[config.mk]
export PLATFORM = sky130hd
export DESIGN_NAME = grng_sample_reader
export DESIGN_NICKNAME = d
export VERILOG_FILES = /design/src/rtl/grng_sample_reader.sv
export SDC_FILE = /design/constraint.sdc
export NUM_CORES = 1
export LEC_CHECK = 0
export ABC_AREA = 1
export ABC_CLOCK_PERIOD_IN_PS = 3100
export CAP_MARGIN = 20
export CELL_PAD_IN_SITES_DETAIL_PLACEMENT = 1
export CELL_PAD_IN_SITES_GLOBAL_PLACEMENT = 1
export CORE_MARGIN = 1.5
export CORE_UTILIZATION = 30
export DETAILED_ROUTE_END_ITERATION = 10
export HOLD_SLACK_MARGIN = 0.1
export PLACE_DENSITY_LB_ADDON = 0.1
export SLEW_MARGIN = 20
export SYNTH_ARGS = -nofsm -noshare
export SYNTH_HDL_FRONTEND = slang
export SYNTH_SLANG_ARGS = --single-unit
[constraint.sdc]
create_clock -name clk -period 3.1 [get_ports clk]
set_clock_uncertainty 0.2 [all_clocks]
set_input_delay 0.31 -clock clk [delete_from_list [all_inputs] [get_ports clk]]
set_output_delay 0.31 -clock clk [all_outputs]
set_load 0.01 [all_outputs]
[src/rtl/grng_sample_reader.sv]
// Capture stage for the Gaussian sample stream.
// Buffers a programmed run of samples and re-issues them on valid/ready.
module grng_sample_reader #(
  parameter int DATA_W = 16,
  parameter int DEPTH  = 16,
  parameter int SKIP   = 4,
  parameter int CNT_W  = 16
) (
  input  logic              clk,
  input  logic              reset,
  input  logic [DATA_W-1:0] in_sample,
  input  logic              in_valid,
  input  logic              start,
  input  logic [CNT_W-1:0]  num_samples,
  output logic [DATA_W-1:0] out_data,
  output logic              out_valid,
  input  logic              out_ready,
  output logic              busy,
  output logic              done,
  output logic [CNT_W-1:0]  drop_count
);

  localparam int AW = $clog2(DEPTH);
  localparam int SW = (SKIP > 1) ? $clog2(SKIP) : 1;
  localparam logic [AW:0]      PTR_ONE = (AW+1)'(1);
  localparam logic [CNT_W-1:0] CNT_ONE = CNT_W'(1);
  localparam logic [SW-1:0]    SK_ONE  = SW'(1);
  localparam logic [SW-1:0]    SK_LAST = SW'(SKIP - 1);

  typedef enum logic [2:0] {
    S_IDLE,
    S_SKIP,
    S_CAPTURE,
    S_DRAIN,
    S_DONE
  } state_t;

  state_t state;

  logic [DATA_W-1:0] mem [DEPTH];
  logic [AW:0]       wr_ptr;
  logic [AW:0]       rd_ptr;
  logic [CNT_W-1:0]  num_q;
  logic [CNT_W-1:0]  acc_cnt;
  logic [SW-1:0]     skip_cnt;

  logic empty;
  logic full;
  logic pop;
  logic push;
  logic drop;
  logic last_push;
  logic capturing;

  assign empty = (wr_ptr == rd_ptr);
  assign full  = (wr_ptr[AW] != rd_ptr[AW]) &&
                 (wr_ptr[AW-1:0] == rd_ptr[AW-1:0]);

  assign out_valid = !empty;
  assign out_data  = empty ? '0 : mem[rd_ptr[AW-1:0]];

  // A pop frees the slot this cycle, so a full FIFO still accepts.
  assign capturing = (state == S_CAPTURE) && in_valid;
  assign pop       = out_valid && out_ready;
  assign push      = capturing && (!full || pop);
  assign drop      = capturing && full && !pop;
  assign last_push = push && ((acc_cnt + CNT_ONE) == num_q);

  always_ff @(posedge clk) begin
    if (push) begin
      mem[wr_ptr[AW-1:0]] <= in_sample;
    end
  end

  always_ff @(posedge clk or negedge reset) begin
    if (!reset) begin
      wr_ptr <= '0;
      rd_ptr <= '0;
    end else begin
      if (push) begin
        wr_ptr <= wr_ptr + PTR_ONE;
      end
      if (pop) begin
        rd_ptr <= rd_ptr + PTR_ONE;
      end
    end
  end

  always_ff @(posedge clk or negedge reset) begin
    if (!reset) begin
      state      <= S_IDLE;
      num_q      <= '0;
      acc_cnt    <= '0;
      skip_cnt   <= '0;
      drop_count <= '0;
      busy       <= 1'b0;
      done       <= 1'b0;
    end else begin
      done <= 1'b0;
      unique case (state)
        S_IDLE: begin
          if (start) begin
            num_q      <= num_samples;
            acc_cnt    <= '0;
            skip_cnt   <= '0;
            drop_count <= '0;
            if (num_samples == '0) begin
              state <= S_DONE;
              done  <= 1'b1;
            end else if (SKIP == 0) begin
              state <= S_CAPTURE;
              busy  <= 1'b1;
            end else begin
              state <= S_SKIP;
              busy  <= 1'b1;
            end
          end
        end
        S_SKIP: begin
          if (in_valid) begin
            skip_cnt <= skip_cnt + SK_ONE;
            if (skip_cnt == SK_LAST) begin
              state <= S_CAPTURE;
            end
          end
        end
        S_CAPTURE: begin
          if (push) begin
            acc_cnt <= acc_cnt + CNT_ONE;
          end
          if (drop && !(&drop_count)) begin
            drop_count <= drop_count + CNT_ONE;
          end
          if (last_push) begin
            state <= S_DRAIN;
          end
        end
        S_DRAIN: begin
          if (empty) begin
            state <= S_DONE;
            busy  <= 1'b0;
            done  <= 1'b1;
          end
        end
        S_DONE: begin
          state <= S_IDLE;
        end
        default: begin
          state <= S_IDLE;
          busy  <= 1'b0;
        end
      endcase
    end
  end

endmodule
==> impl_metrics.env <==
export IMPL_drive_above_1_share_pct=12.8
export IMPL_cp_start_kind="flip-flop"
export IMPL_wl_met2_um=20100
export IMPL_nets=1402
export IMPL_finalPower_mw=15.1
export IMPL_yosys_area_top_type="edfxtp_1"
export IMPL_worst_ir_drop_vdd_mv=0.487
export IMPL_clkSinkCount=321
export IMPL_syn_to_final_growth_pct=23.2
export IMPL_first_iter_violations=438
export IMPL_grt_usage_pct=17.9
export IMPL_cpPeakStageDelay_ns=0.54
export IMPL_dr_wl_met3_um=1700
export IMPL_finalCritPeriodShare_pct=95.4
export IMPL_cts_max_path_buffers=3
export IMPL_yosys_warnings=0
export IMPL_final_cells=1986
export IMPL_first_pass_iters=4
export IMPL_clkTransAtPathRegs_ns=0.06
export IMPL_grt_pass1_wl_um=63800
export IMPL_place_port_buffers=71
export IMPL_yosys_top_cells_area="edfxtp_1 (55%), dfrtp_1 (12%), o21ai_0 (5.9%), nor2_1 (5.1%), nand2_1 (4.3%)"
export IMPL_synth_compound_area_share_pct=11.7
export IMPL_wl_met1_um=19400
export IMPL_drtAntennaViolNets=0
export IMPL_gp_congestion=0.751
export IMPL_syn_area_um2=13900
export IMPL_ys_seq_elements=321
export IMPL_crit_buf_inv=3
export IMPL_drt_wl_total_um=42000
export IMPL_synthXorXnorAreaFrac_pct=1.33
export IMPL_io_pins=72
export IMPL_ys_seq_area_share_pct=67.1
export IMPL_dieWidth_um=218
export IMPL_die_h_um=218
export IMPL_start_util_pct=30.5
export IMPL_row_count=78
export IMPL_finalSetupTns_ns=0
export IMPL_maxCapViolations=0
export IMPL_slew_violations=0
export IMPL_antenna_found_initial=1
export IMPL_finalSetupViolations=0
export IMPL_critPathKind="reg2out"
export IMPL_cts_buffers=37
export IMPL_drc=0
export IMPL_hpwl_um=25600
export IMPL_max_slew_margin_pct=53.7
export IMPL_synthArstFlopShare_pct=20.2
export IMPL_cp_end_kind="output port"
export IMPL_final_hold_violation_count=0
export IMPL_hold_ws_ns=0.130
export IMPL_synthCells=1243
export IMPL_placed_cell_area_um2=15600
export IMPL_syn_nets=1288
export IMPL_grt_overflow=0
export IMPL_core_area_um2=45500
export IMPL_power_leakage_nw=6.13
export IMPL_num_antenna_cells=0
export IMPL_wl_per_cell_um=21.1
export IMPL_muxShareOfSynthArea_pct=0
export IMPL_synthSimpleGateAreaFrac_pct=14.9
export IMPL_ys_types=33
export IMPL_layout_commonest_cell="edfxtp_1"
export IMPL_ctsHtreeMaxLevel=2
export IMPL_top_layer_used="met5"
export IMPL_die_area_um2=47600
export IMPL_crit_slowest_cell="dfrtp_4"
export IMPL_synth_top_area_share_pct=55.4
export IMPL_status="complete, no violations"
export IMPL_synthAdderAreaFrac_pct=0.721
export IMPL_synth_enable_flop_cells=256
export IMPL_fillers=5003
export IMPL_fmax_mhz=338
export IMPL_hp_class="in2reg"
export IMPL_dp_cells=1911
export IMPL_rsz0062_at_grt="false"
export IMPL_cts_tree="done"
export IMPL_routed_via_count=9936
export IMPL_cts_root_buffer="clkbuf_16"
export IMPL_crit_arrival_ns=2.45
export IMPL_final_area_um2=17100
export IMPL_tightest_slew_ns=0.692
export IMPL_power_density_nw_per_um2=886
export IMPL_vias_per_cell=5.00
export IMPL_ys_flop_type="edfxtp_1"
export IMPL_crit_chain="inv_8, bufbuf_16, nor2_1, o221ai_1, nand3_1, a21oi_1, dlygate4sd2_1"
export IMPL_min_period_ns=2.96
export IMPL_synth_top_family_by_area="simple AND/OR/NAND/NOR gates"
export IMPL_critPathMaxFanout=23
export IMPL_grt_pass1_vias=10354
export IMPL_avgSynthCellArea_um2=11.2
export IMPL_worstPathRequired_ns=2.59
export IMPL_grt_max_degree=50
export IMPL_clock_latency_ns=0.56
export IMPL_layout_common_cells="edfxtp_1 (256), nor2_1 (173), o21ai_0 (163)"
export IMPL_cpLargestDelayFamily="buffers and inverters"
==> flip-flops by register name, summed over array words and instances (netlist names) <==
name and cells:
state 3, num_q 16, mem 256, busy 1
rd_ptr 5, drop_count 16, acc_cnt 16, skip_cnt 2
done 1, wr_ptr 5
==> through the flow <==
stage	worst slack [ns]	util (%)
2_1_floorplan	0.552	-
3_3_place_gp	0.273	34.3
3_5_place_dp	0.221	34.3
4_1_cts	-0.159	37.5
5_1_grt	0.00367	37.6
6_report	0.144	37.6
==> final cells by class <==
type                            instances  area, um^2  share of cell area (%)
Clock inverter                         23         278                    1.63
Sequential cell                       321        9320                    54.5
Inverter                               85         333                    1.95
Timing Repair Buffer                  137        1380                    8.08
Multi-Input combinational cell        775        4050                    23.7
Clock buffer                           45         977                    5.72
Tap cell                              600         751                    4.39
==> worst min-delay path, stage by stage <==
cell,delay [ns]
clkdlybuf4s50_1,0.39
inv_1,0.06
o21ai_0,0.08
==> metal layers <==
layer	global-route usage, %	vias to the layer above
met5	0	-
met4	5.29	2
met3	2.93	55
met2	29.7	172
met1	24.1	5022
li1	-	4685
==> kinds of logic after synthesis <==
kind of cell,count (synthesis)
AND/OR/NAND/NOR,478
flip-flops,321
AO/OA/AOI/OAI,268
buffers and inverters,147
XOR/XNOR,21
adder cells (fa/ha/maj),8
==> power breakdown <==
group          total, mW  leakage, nW  switching, mW  internal (mW)
logic               5.33         2.38           3.45           1.88
clock network       4.56        0.601           1.87           2.69
registers           5.25         3.15          0.264           4.98
==> worst paths after layout <==
check | cells past startpoint | endpoint | from | slack, ns
max | 7 | out_data[15] | rd_ptr[0] | 0.14
min | 3 | num_q[0] | num_samples[0] | 0.13
max reg2reg | 10 | mem[7][3] | rd_ptr[0] | 0.48
min reg2reg | 1 | wr_ptr[4] | wr_ptr[4] | 0.30
max in group asynchronous | 4 | drop_count[6] | reset | 1.08
min in group asynchronous | 3 | drop_count[2] | reset | 0.62
==> synthesized netlist by cell type (all sizes together), types with 8 or more instances <==
master / count
a21oi: 20
buf: 16
clkbuf: 46
dfrtp: 65
edfxtp: 256
ha: 8
inv: 85
nand2: 158
nand3: 88
nand3b: 8
nand4: 17
nor2: 196
o21ai: 174
o221ai: 64
o22ai: 9
xor2: 20
==> repair_timing <==
| item | 4_1_cts | 5_1_grt |
|---|---|---|
| endpoints found under the hold margin | 65 | 0 |
| hold buffers | 3 | 0 |
| gates resized for setup | 36 | 13 |
| gates cloned | 2 | 1 |
| endpoints found under the setup margin | 16 | 8 |
| pin swaps | 2 | 3 |
| setup buffers | 1 | 0 |
Note: power is estimated with default switching activity, not from simulation.
